$ cat src/rtl/gaussian_job_scheduler.sv
// rtl/gaussian_job_scheduler.sv - job-level controller for the Gaussian filter wrapper
//
// Accepts {id, lines} jobs, resets the wrapper for two cycles, pulses start,
// watches the run (finish / abort / watchdog), and posts one completion record
// per job into a small FIFO. Zero-length jobs skip the wrapper entirely.

module gaussian_job_scheduler #(
   parameter int LINE_W   = 18,
   parameter int CYCLE_W  = 32,
   parameter int TIMEOUT  = 2**24,
   parameter int CQ_DEPTH = 4
) (
   input  logic               clk,
   input  logic               reset,
   input  logic               job_valid,
   output logic               job_ready,
   input  logic [7:0]         job_id,
   input  logic [LINE_W-1:0]  job_lines,
   input  logic               abort,
   output logic               wrap_reset,
   output logic               wrap_start,
   input  logic               wrap_finish,
   output logic [LINE_W-1:0]  cfg_lines,
   output logic               busy,
   output logic               cpl_valid,
   input  logic               cpl_ready,
   output logic [7:0]         cpl_id,
   output logic [CYCLE_W-1:0] cpl_cycles,
   output logic [1:0]         cpl_status
);

   localparam int PTR_W = (CQ_DEPTH > 1) ? $clog2(CQ_DEPTH) : 1;
   localparam int CNT_W = $clog2(CQ_DEPTH + 1);

   localparam logic [1:0] ST_OK      = 2'b00;
   localparam logic [1:0] ST_TIMEOUT = 2'b01;
   localparam logic [1:0] ST_ABORT   = 2'b10;
   localparam logic [1:0] ST_ZERO    = 2'b11;

   typedef enum logic [2:0] {
      S_IDLE,
      S_CLEAR,
      S_START,
      S_RUN,
      S_POST
   } state_t;

   state_t state_q, state_d;

   // second CLEAR cycle marker
   logic               clr2_q, clr2_d;
   logic [7:0]         id_q, id_d;
   logic [LINE_W-1:0]  lines_q, lines_d;
   logic [CYCLE_W-1:0] cyc_q, cyc_d;
   logic [1:0]         status_q, status_d;
   logic               wrap_reset_q, wrap_reset_d;
   logic               wrap_start_q, wrap_start_d;

   // completion queue storage and pointers
   logic [7:0]         cq_id     [CQ_DEPTH];
   logic [CYCLE_W-1:0] cq_cycles [CQ_DEPTH];
   logic [1:0]         cq_status [CQ_DEPTH];
   logic [PTR_W-1:0]   wr_ptr_q, wr_ptr_d;
   logic [PTR_W-1:0]   rd_ptr_q, rd_ptr_d;
   logic [CNT_W-1:0]   count_q, count_d;

   logic cq_full;
   logic cq_push;
   logic cq_pop;
   logic [CYCLE_W-1:0] cyc_inc;

   // saturating increment of the run-cycle counter
   assign cyc_inc = (cyc_q == {CYCLE_W{1'b1}}) ? cyc_q : cyc_q + 1'b1;

   // state and datapath registers; reset parks the wrapper in reset
   always_ff @(posedge clk) begin
      if (reset) begin
         state_q      <= S_IDLE;
         clr2_q       <= 1'b0;
         id_q         <= '0;
         lines_q      <= '0;
         cyc_q        <= '0;
         status_q     <= '0;
         wrap_reset_q <= 1'b1;
         wrap_start_q <= 1'b0;
         wr_ptr_q     <= '0;
         rd_ptr_q     <= '0;
         count_q      <= '0;
      end else begin
         state_q      <= state_d;
         clr2_q       <= clr2_d;
         id_q         <= id_d;
         lines_q      <= lines_d;
         cyc_q        <= cyc_d;
         status_q     <= status_d;
         wrap_reset_q <= wrap_reset_d;
         wrap_start_q <= wrap_start_d;
         wr_ptr_q     <= wr_ptr_d;
         rd_ptr_q     <= rd_ptr_d;
         count_q      <= count_d;
      end
   end

   // queue payload storage; only pointers need reset
   always_ff @(posedge clk) begin
      if (cq_push) begin
         cq_id[wr_ptr_q]     <= id_q;
         cq_cycles[wr_ptr_q] <= cyc_q;
         cq_status[wr_ptr_q] <= status_q;
      end
   end

   // next-state and job datapath
   always_comb begin
      state_d  = state_q;
      clr2_d   = clr2_q;
      id_d     = id_q;
      lines_d  = lines_q;
      cyc_d    = cyc_q;
      status_d = status_q;
      case (state_q)
         S_IDLE: begin
            if (job_valid) begin
               id_d    = job_id;
               lines_d = job_lines;
               if (job_lines != '0) begin
                  state_d = S_CLEAR;
                  clr2_d  = 1'b0;
               end else begin
                  state_d  = S_POST;
                  cyc_d    = '0;
                  status_d = ST_ZERO;
               end
            end
         end
         S_CLEAR: begin
            if (clr2_q) begin
               state_d = S_START;
               cyc_d   = {{(CYCLE_W-1){1'b0}}, 1'b1};
            end else begin
               clr2_d = 1'b1;
            end
         end
         S_START: begin
            state_d = S_RUN;
            cyc_d   = cyc_inc;
         end
         S_RUN: begin
            if (wrap_finish) begin
               state_d  = S_POST;
               status_d = ST_OK;
            end else if (abort) begin
               state_d  = S_POST;
               status_d = ST_ABORT;
            end else if (cyc_q == CYCLE_W'(TIMEOUT)) begin
               state_d  = S_POST;
               status_d = ST_TIMEOUT;
            end else begin
               cyc_d = cyc_inc;
            end
         end
         S_POST: begin
            if (cq_push) begin
               state_d = S_IDLE;
            end
         end
         default: begin
            state_d = S_IDLE;
         end
      endcase
   end

   // wrapper controls registered from the next state so they align with it
   always_comb begin
      wrap_reset_d = 1'b0;
      wrap_start_d = 1'b0;
      if (state_d == S_CLEAR) begin
         wrap_reset_d = 1'b1;
      end
      if (state_d == S_POST && (status_d == ST_TIMEOUT || status_d == ST_ABORT)) begin
         wrap_reset_d = 1'b1;
      end
      if (state_d == S_START) begin
         wrap_start_d = 1'b1;
      end
   end

   // completion queue push/pop bookkeeping; push may use a same-cycle pop slot
   always_comb begin
      cq_full  = (count_q == CNT_W'(CQ_DEPTH));
      cq_pop   = (count_q != '0) && cpl_ready;
      cq_push  = (state_q == S_POST) && (!cq_full || cq_pop);
      wr_ptr_d = wr_ptr_q;
      rd_ptr_d = rd_ptr_q;
      count_d  = count_q;
      if (cq_push) begin
         wr_ptr_d = (wr_ptr_q == PTR_W'(CQ_DEPTH - 1)) ? '0 : wr_ptr_q + 1'b1;
      end
      if (cq_pop) begin
         rd_ptr_d = (rd_ptr_q == PTR_W'(CQ_DEPTH - 1)) ? '0 : rd_ptr_q + 1'b1;
      end
      if (cq_push && !cq_pop) begin
         count_d = count_q + 1'b1;
      end else if (!cq_push && cq_pop) begin
         count_d = count_q - 1'b1;
      end
   end

   // outputs decoded from registered state; head fields read 0 when empty
   always_comb begin
      job_ready  = (state_q == S_IDLE);
      busy       = (state_q != S_IDLE);
      wrap_reset = wrap_reset_q;
      wrap_start = wrap_start_q;
      cfg_lines  = lines_q;
      cpl_valid  = (count_q != '0);
      cpl_id     = '0;
      cpl_cycles = '0;
      cpl_status = '0;
      if (count_q != '0) begin
         cpl_id     = cq_id[rd_ptr_q];
         cpl_cycles = cq_cycles[rd_ptr_q];
         cpl_status = cq_status[rd_ptr_q];
      end
   end

endmodule

$ cat config.mk
export PLATFORM = sky130hd
export DESIGN_NAME = gaussian_job_scheduler
export DESIGN_NICKNAME = d
export VERILOG_FILES = /design/src/rtl/gaussian_job_scheduler.sv
export SDC_FILE = /design/constraint.sdc
export NUM_CORES = 1
export LEC_CHECK = 0
export BUFFER_PORTS_ARGS = -buffer_cell sky130_fd_sc_hd__buf_2
export CELL_PAD_IN_SITES_DETAIL_PLACEMENT = 0
export CELL_PAD_IN_SITES_GLOBAL_PLACEMENT = 2
export CORE_UTILIZATION = 45
export DETAILED_ROUTE_END_ITERATION = 10
export PLACE_DENSITY = 0.86
export SLEW_MARGIN = 20
export SYNTH_ARGS = -nofsm -noshare
export SYNTH_HDL_FRONTEND = slang
export SYNTH_SLANG_ARGS = --single-unit
$ cat constraint.sdc
create_clock -name clk -period 7.1 [get_ports clk]
set_input_delay 0.71 -clock clk [delete_from_list [all_inputs] [get_ports clk]]
set_output_delay 0.71 -clock clk [all_outputs]
set_load 0.005 [all_outputs]
==> results.toml, run 1 <==
[worst_hold_path]
worstHoldPathType = "input pin to flip-flop"

[floorplan]
io_pins = 97
rows = 53
core_area_mm2 = 0.0213
start_util_pct = 46.4
die_w_um = 150
die_height_um = 150
die_area_mm2 = 0.0225

[logic_synthesis]
postSynthNetCount = 736
synth_edf_count = 168
yosysTopAreaCell = "edfxtp_1"
syn-cell-area_mm2 = 0.00987
netlist_top_cells_count = "168 x edfxtp_1, 76 x nand2_1, 75 x dfxtp_1, 47 x and2_1"
synth_area_leaders = "edfxtp_1 51%, dfxtp_1 15%, mux4_2 9.6%"
synth_top_area_share_pct = 51.1
syn_area_per_cell_um2 = 14.2
ys.flop_type = "edfxtp_1"
synth_seq_cells = 243
ys_warn_count = 0
ys_types = 55
synthCells = 695
synth_most_common_cell = "edfxtp_1"
async_flop_share_pct = 0
synth_seq_area_share_pct = 66.3

[worst_setup_path]
end_kind = "output pin"
crit_type = "flip-flop to output pin"
crit_required_ps = 6390
crit_path_start_kind = "flip-flop"
cpMaxStageDelayCell = "buf_4"
path_max_fanout = 42
arrival_ps = 2420
worstPathCellList = "buf_4 -> mux4_2 -> and2_1 -> buf_2"
max_stage_delay_ps = 670

[route]
ant_nets = 0
vias = 5765
drcViolationCount = 0
via_per_inst = 5.32
drtIter0Drc = 399
firstDrtPassIters = 4
finalWirelength_mm = 18.9
wl_per_cell_um = 17.5

[placed_design]
place_hpwl_mm = 11.6
portBuffers = 96
place.gp.congestion = 0.756
dpl_cell_area_mm2 = 0.0106
place_ws_ps = 3930

[clocking]
root_buffer = "clkbuf_16"
clk_pin_slew_ps = 60
cts.sinks = 243
cts_tree = "built"
clk_path_buf_depth = 3
cts_hold_buf = 0
cts_buffers = 25
h-tree-depth = 1
postCtsSetupRepairBufs = 0
clk_latency_ps = 520
cts_resized = 0

[status]
status = "complete, no violations"

[sta]
post-route-period-util_pct = 44.1
setup_tns_ps = 0
hold_viol_final = 0
rsz0062_at_grt = "no"
final_max_slew_viol_count = 0
layout_min_cycle_time_ps = 3130
setup-violations-final = 0
setup_slack_ps = 3970
max_freq_ghz = 0.320
finClkSkew_ps = 24.1
maxSlewHeadroom_pct = 42.0
worst_pin_slew_ps = 870

[global_routing]
gr-total-overflow = 0
grt_pass1_wl_mm = 30.6
antenna_found_initial = 0
grt_usage_pct = 17.4
grt_max_degree = 45
first_global_vias = 5791

[power]
vdd_ir_drop_max_uv = 162
leakagePower_nw = 4.22
power_density_mw_per_mm2 = 309

[flow_run]
maxCapViolCount = 0

[layout]
final_nets = 830
fin_area_mm2 = 0.0114
n_antenna_cell = 0
area_delta_synth_final_pct = 15.9
drive_above_1_share_pct = 27.1
## layer usage
metal  up-vias  GRT usage, %  share of wire (%)
met4         0          4.49                1.6
met1      2827          22.8                 44
li1       2791             -                  -
met2       121          29.7                 50
met5         -             0                  0
met3        26          3.52                5.1
## sequential cells by signal, indices dropped and copies added (netlist names), 2 cells and up, named ones only
| register | cells |
|---|---|
| cq_status | 8 |
| count_q | 3 |
| wr_ptr_q | 2 |
| status_q | 2 |
| id_q | 8 |
| cq_cycles | 128 |
| cyc_q | 32 |
| rd_ptr_q | 2 |
| cfg_lines | 18 |
| cq_id | 32 |
| state_q | 3 |
## critical path: cells and delay by family (launching register included)
kind          cells  cell delay, ps
flops             1             310
simple gates      1             170
buf+inv           2             790
mux               1             620
## final timing paths
kind,start,endpoint,slack (ps),cells past startpoint
min,job_id[6],id_q[6]$_SDFFE_PP0P_,430,3
max,flip-flop,cpl_cycles[21],3970,4
max reg2reg,cyc_q[0]$_SDFFE_PP0P_,cyc_q[22]$_SDFFE_PP0P_,4320,10
min reg2reg,cfg_lines[14]$_SDFFE_PP0P_,cfg_lines[14]$_SDFFE_PP0P_,450,2
## through the flow
step | utilization (%) | total power, mW | std cells | hold slack, ps
global placement | 49.7 | 2.24 | 1037 | 441
detailed placement | 49.7 | 2.26 | 1037 | 447
global route | 53.7 | 3.71 | 1083 | 426
finish | 53.7 | 3.54 | 1083 | 427
CTS | 53.7 | 3.59 | 1083 | 404
floorplan | - | 2.04 | 695 | 453
## power by group
part / internal, mW / switching (mW) / leakage (nW)
Combinational: 0.335 / 0.305 / 1.51
Clock: 0.806 / 0.527 / 0.433
Sequential: 1.53 / 0.0358 / 2.28
## final cells by class
class	count	area, um^2
well taps	275	344
multi-input cells	405	3100
clock inverters	14	133
repair buffers	103	533
inverters	11	41.3
clock buffers	32	734
flip-flops and latches	243	6550
fillers	1782	9850
## cells in the final DEF, fill, tap and decap left out, types with 11 or more instances in the layout
cell type	count
nand3_1	14
dfxtp_1	73
xor2_1	21
edfxtp_1	168
nor2_1	41
mux4_2	42
or3_1	11
nand2_1	76
nor3_1	11
a21oi_1	41
buf_2	96
nand4_1	13
and2_1	43
clkbuf_16	27
## kinds of logic (layout without fill, tap and decap cells)
family	count (synthesis)	after routing	synth area share, %
simple gates	261	261	14.2
flops	243	243	66.3
compound gates	67	67	4.01
buf+inv	47	160	2.33
mux	46	46	10.0
xor+xnor	22	22	1.95
fa+ha+maj	9	9	1.22
No activity file was read; power rests on OpenSTA's default activity.
==> run 2: changes to the inputs <==
--- a/config.mk
+++ b/config.mk
@@ -8,9 +8,9 @@
 export BUFFER_PORTS_ARGS = -buffer_cell sky130_fd_sc_hd__buf_2
 export CELL_PAD_IN_SITES_DETAIL_PLACEMENT = 0
 export CELL_PAD_IN_SITES_GLOBAL_PLACEMENT = 2
-export CORE_UTILIZATION = 45
+export CORE_UTILIZATION = 42
 export DETAILED_ROUTE_END_ITERATION = 10
-export PLACE_DENSITY = 0.86
+export PLACE_DENSITY = 0.81
 export SLEW_MARGIN = 20
 export SYNTH_ARGS = -nofsm -noshare
 export SYNTH_HDL_FRONTEND = slang
==> constraint.sdc (replaced) <==
create_clock -name clk -period 3.1 [get_ports clk]
set_input_delay 0.31 -clock clk [delete_from_list [all_inputs] [get_ports clk]]
set_output_delay 0.31 -clock clk [all_outputs]
set_load 0.005 [all_outputs]
==> run 2 against run 1 <==
Compared with the run above: cell count is 4.4% higher; global-route usage decreased by 0.63 points; first-iteration DRC count fell by 8.0%; wire length increased by 2.2%; setup slack got worse by 3700 ps; largest cell class unchanged.
==> results.toml, run 2 (synthesized netlist as in run 1, its figures left out) <==
[status]
status = "complete, no violations"

[placed_design]
dp.cells = 1086
place_hpwl_mm = 12.6
place.gp.congestion = 0.755
portBuffers = 96

[floorplan]
start_util_pct = 43.2
die_w_um = 155
die_height_um = 155
io_pins = 97
die_area_mm2 = 0.0241
core_area_mm2 = 0.0228
rows = 55

[layout]
layout_common_cells = "168 x edfxtp_1, 96 x buf_2, 76 x nand2_1"
area_delta_synth_final_pct = 16.8
final_nets = 841
final_util_pct = 50.5
n_antenna_cell = 0
fin_cells = 1131
seq_area_mm2 = 0.00655
multi_input_area_mm2 = 0.00310
drive_above_1_share_pct = 27.4
fillers = 2044
reg_top3 = "cq_cycles (128), cq_id (32), cyc_q (32)"
largest_reg_flops = 128
regMostFlops = "cq_cycles"
mostFrequentLayoutCell = "edfxtp_1"

[sta]
post-route-period-util_pct = 90.6
setup-violations-final = 0
hold_viol_final = 0
finClkSkew_ps = 13.0
max_freq_ghz = 0.356
final_max_slew_viol_count = 0
worst_pin_slew_ps = 727
setup_tns_ps = 0
rsz0062_at_grt = "no"
layout_min_cycle_time_ps = 2810
maxSlewHeadroom_pct = 51.1

[route]
wl_per_cell_um = 17.1
via_per_inst = 5.15
vias = 5830
firstDrtPassIters = 4
drcViolationCount = 0
ant_nets = 0
finalWirelength_mm = 19.4
drtIter0Drc = 367

[worst_hold_path]
min_delay_path_depth = 3
hold_path_end = "id_q[6]$_SDFFE_PP0P_"
holdCritStartpoint = "job_id[6]"
worstHoldPathType = "input pin to flip-flop"

[clocking]
cts_buffers = 25
cts_hold_buf = 0
postCtsSetupRepairBufs = 0
clk_path_buf_depth = 3
cts.sinks = 243
root_buffer = "clkbuf_16"
clk_latency_ps = 510
h-tree-depth = 1
cts_resized = 0
clk_pin_slew_ps = 70
cts_tree = "built"

[global_routing]
first_global_vias = 6025
grt_usage_pct = 16.8
gr-total-overflow = 0
grt_max_degree = 45
antenna_found_initial = 0
grt_pass1_wl_mm = 32.0

[worst_setup_path]
crit_type = "flip-flop to flip-flop"
crit_required_ps = 3540
cp_common_cell = "nand4_1"
crit_path_start_kind = "flip-flop"
path_delay_family = "simple AND/OR/NAND/NOR gates"
crit_buf_inv = 1
cpMaxStageDelayCell = "dfxtp_1"
r2r_slack_ps = 290
max_stage_delay_ps = 550
worstPathCellList = "inv_1 -> ha_1 -> nor4b_1 -> nand4_1 -> o21ai_0 -> a21oi_2 -> nand4_1 -> or4_1 -> nand2_1"
path_max_fanout = 10
r2r-start = "cyc_q[0]$_SDFFE_PP0P_"
rr_endpoint = "cyc_q[18]$_SDFFE_PP0P_"
reg2reg_depth = 9
worst-path-stages = 9
end_kind = "flip-flop"
arrival_ps = 3250

[power]
power_density_mw_per_mm2 = 694
vdd_ir_drop_max_uv = 385
leakagePower_nw = 4.26

[flow_run]
maxCapViolCount = 0
-- run 2: cell types whose count changed in the layout (fill, tap and decap cells not counted), sizes merged --
cell | before | now
buf | 103 | 114
clkinvlp | 1 | 2
clkinv | 10 | 7
bufinv | 2 | 3
-- run 2: through the flow --
| step | worst slack [ps] | total power [mW] | hold WS [ps] | cell area, um^2 |
|---|---|---|---|---|
| floorplan | 642 | 4.66 | 446 | 9870 |
| global placement | 381 | 5.16 | 440 | 10700 |
| detailed placement | 373 | 5.19 | 446 | 10700 |
| CTS | 338 | 8.13 | 20.3 | 11500 |
| global route | 37.6 | 8.39 | 37.2 | 11500 |
| finish | 292 | 8.00 | 44.4 | 11500 |
-- run 2: worst max path at each step --
stage / from / to / slack [ps]
floorplan: state_q[2]$_SDFF_PP0_ / cq_cycles[3][0]$_DFFE_PP_ / 640
global placement: job_lines[8] / cyc_q[19]$_SDFFE_PP0P_ / 380
detailed placement: cyc_q[0]$_SDFFE_PP0P_ / cyc_q[19]$_SDFFE_PP0P_ / 370
CTS: cyc_q[0]$_SDFFE_PP0P_ / cyc_q[18]$_SDFFE_PP0P_ / 340
global route: cyc_q[0]$_SDFFE_PP0P_ / cyc_q[22]$_SDFFE_PP0P_ / 40
finish: cyc_q[0]$_SDFFE_PP0P_ / cyc_q[18]$_SDFFE_PP0P_ / 290
-- run 2: layout make-up --
class                      count  share of cell area, %
clock buffer                  32                   5.74
clock inverter                13                   1.26
inverter                      11                  0.358
multi-input combinational    405                   26.9
sequential                   243                   56.8
tap                          313                   3.40
timing repair buffer         114                   5.56
-- run 2: report_power, final --
group / internal (mW) / switching [mW] / leakage [nW]
logic: 0.785 / 0.705 / 1.58
clock network: 1.76 / 1.18 / 0.395
registers: 3.50 / 0.0704 / 2.29
total: 6.05 / 1.95 / 4.26
-- run 2: worst register-to-register path, cell delays in order, from the launching register on --
cell	delay, ps
dfxtp_1	550
inv_1	90
ha_1	210
nor4b_1	160
nand4_1	180
o21ai_0	200
a21oi_2	410
nand4_1	360
or4_1	510
nand2_1	90
-- run 2: layer usage --
metal  vias to the layer above  GRT usage, %  wire length, um
met4                         0          3.97              380
met2                       140          29.1             9550
met5                         -             0                0
li1                       2809             -                -
met3                        29          3.73             1110
met1                      2852          21.5             8340
==> run 3: changes to the inputs <==
--- a/config.mk
+++ b/config.mk
@@ -8,9 +8,10 @@
 export BUFFER_PORTS_ARGS = -buffer_cell sky130_fd_sc_hd__buf_2
 export CELL_PAD_IN_SITES_DETAIL_PLACEMENT = 0
 export CELL_PAD_IN_SITES_GLOBAL_PLACEMENT = 2
-export CORE_UTILIZATION = 42
+export CORE_UTILIZATION = 45
 export DETAILED_ROUTE_END_ITERATION = 10
-export PLACE_DENSITY = 0.81
+export PLACE_DENSITY = 0.86
+export RECOVER_POWER = 100
 export SLEW_MARGIN = 20
 export SYNTH_ARGS = -nofsm -noshare
 export SYNTH_HDL_FRONTEND = slang
==> constraint.sdc (replaced) <==
create_clock -name clk -period 3.3 [get_ports clk]
set_input_delay 0.33 -clock clk [delete_from_list [all_inputs] [get_ports clk]]
set_output_delay 0.33 -clock clk [all_outputs]
set_load 0.005 [all_outputs]
==> run 3 against run 2 <==
Compared with the run above: total power down 7.8%; sequential cell count unchanged; global-route usage rose by 0.87 points; via count is 0.21% lower; combinational power fell by 9%; sequential share of layout area is 1.1 points higher; setup slack gained 160 ps; die area decreased by 6.6%.
==> results.toml, run 3 (synthesized netlist as in run 1, its figures left out) <==
[power]
vdd_ir_drop_max_uv = 381
power_density_mw_per_mm2 = 652
leakagePower_nw = 4.07
seqPwrFrac_pct = 45.3
switching_share_pct = 24.6
pwr-share-clk_pct = 36.3
finalPower_mw = 7.38
power.internal_mw = 5.56
p_sw_mw = 1.82
pwr-share-comb_pct = 18.4

[worst_hold_path]
min_delay_path_depth = 3
holdCritStartpoint = "job_id[5]"
hold_path_end = "id_q[5]$_SDFFE_PP0P_"
worstHoldPathType = "input pin to flip-flop"

[layout]
n_antenna_cell = 0
layout_common_cells = "168 x edfxtp_1, 77 x nand2_1, 74 x dfxtp_1"
regMostFlops = "cq_cycles"
fin_area_mm2 = 0.0113
seq_area_mm2 = 0.00655
largest_reg_flops = 128
drive_above_1_share_pct = 21.6
mostFrequentLayoutCell = "edfxtp_1"
multi_input_area_mm2 = 0.00307
fin_cells = 1089
fillers = 1809
area_delta_synth_final_pct = 14.6
reg_top3 = "cq_cycles (128), cq_id (32), cyc_q (32)"
final_nets = 836

[clocking]
h-tree-depth = 1
clk_latency_ps = 520
postCtsSetupRepairBufs = 0
clk_pin_slew_ps = 60
root_buffer = "clkbuf_16"
cts_buffers = 25
cts_tree = "built"
cts_hold_buf = 0
cts.sinks = 243
cts_resized = 0
clk_path_buf_depth = 3

[placed_design]
place_hpwl_mm = 11.8
place.gp.congestion = 0.764
dp.cells = 1043
dpl_cell_area_mm2 = 0.0106
portBuffers = 96

[worst_setup_path]
arrival_ps = 2510
crit_path_start_kind = "flip-flop"
end_kind = "output pin"
reg2reg_depth = 8
r2r-start = "cyc_q[24]$_SDFFE_PP0P_"
cpMaxStageDelayCell = "clkbuf_4"
max_stage_delay_ps = 700
crit_type = "flip-flop to output pin"
crit_buf_inv = 2
rr_endpoint = "cyc_q[0]$_SDFFE_PP0P_"
worstPathCellList = "clkbuf_4 -> mux4_2 -> and2_0 -> buf_2"
r2r_slack_ps = 550
crit_required_ps = 2970
path_max_fanout = 42
path_delay_family = "buffers and inverters"

[sta]
post-route-period-util_pct = 86.2
maxSlewHeadroom_pct = 11.1
worst_pin_slew_ps = 1330
fin_hold_ws_ps = 48.7
layout_min_cycle_time_ps = 2840
setup-violations-final = 0
rsz0062_at_grt = "no"
hold_viol_final = 0
final_max_slew_viol_count = 0
finClkSkew_ps = 16.6
setup_tns_ps = 0
max_freq_ghz = 0.352

[floorplan]
die_w_um = 150
core_area_mm2 = 0.0213
die_height_um = 150
io_pins = 97
start_util_pct = 46.4
rows = 53
die_area_mm2 = 0.0225

[global_routing]
antenna_found_initial = 0
first_global_vias = 5977
grt_pass1_wl_mm = 31.0
grt_max_degree = 45
grt_usage_pct = 17.7
gr-total-overflow = 0

[status]
status = "complete, no violations"

[flow_run]
maxCapViolCount = 0

[route]
firstDrtPassIters = 5
wl_per_cell_um = 17.4
drtIter0Drc = 305
ant_nets = 0
vias = 5818
via_per_inst = 5.34
finalWirelength_mm = 18.9
drcViolationCount = 0
## run 3: cell type report
cell class	count	share of cell area (%)
Inverter	11	0.365
Clock buffer	35	5.95
Tap cell	275	3.04
Sequential cell	243	57.9
Timing Repair Buffer	109	4.67
Multi-Input combinational cell	405	27.1
Clock inverter	11	0.995
## run 3: metrics by stage
step                worst slack (ps)  util, %
CTS                              537     53.6
global placement                 596     49.9
floorplan                        842        -
detailed placement               507     49.9
finish                           456     53.1
global route                     186     53.1
## run 3: tightest hold or removal path, cell delays in order
cell	delay (ps)
buf_2	100
nand2_1	40
a21oi_1	50
## run 3: worst max path at each step
stage                                           end  slack [ps]  cells after the start
after floorplan           cq_cycles[3][0]$_DFFE_PP_         840                      4
after global placement       cyc_q[19]$_SDFFE_PP0P_         600                      8
after detailed placement     cyc_q[19]$_SDFFE_PP0P_         510                      8
after CTS                    cyc_q[19]$_SDFFE_PP0P_         540                      9
after global routing          cyc_q[0]$_SDFFE_PP0P_         190                     10
final                                cpl_cycles[31]         460                      4
## run 3: power groups by stage
stage	clock, mW	sequential (mW)	combinational [mW]
CTS	2.75	3.34	1.46
finish	2.68	3.34	1.36
global placement	0	3.40	1.43
global route	2.87	3.35	1.53
floorplan	0	3.39	0.989
detailed placement	0	3.41	1.46
## run 3: metal layers
metal,GRT usage [%],share of wire [%],vias to the layer above
met5,0,0,-
met4,4.55,1.6,0
met3,3.67,5.1,24
met2,30.6,50,123
met1,22.6,43,2877
li1,-,-,2794
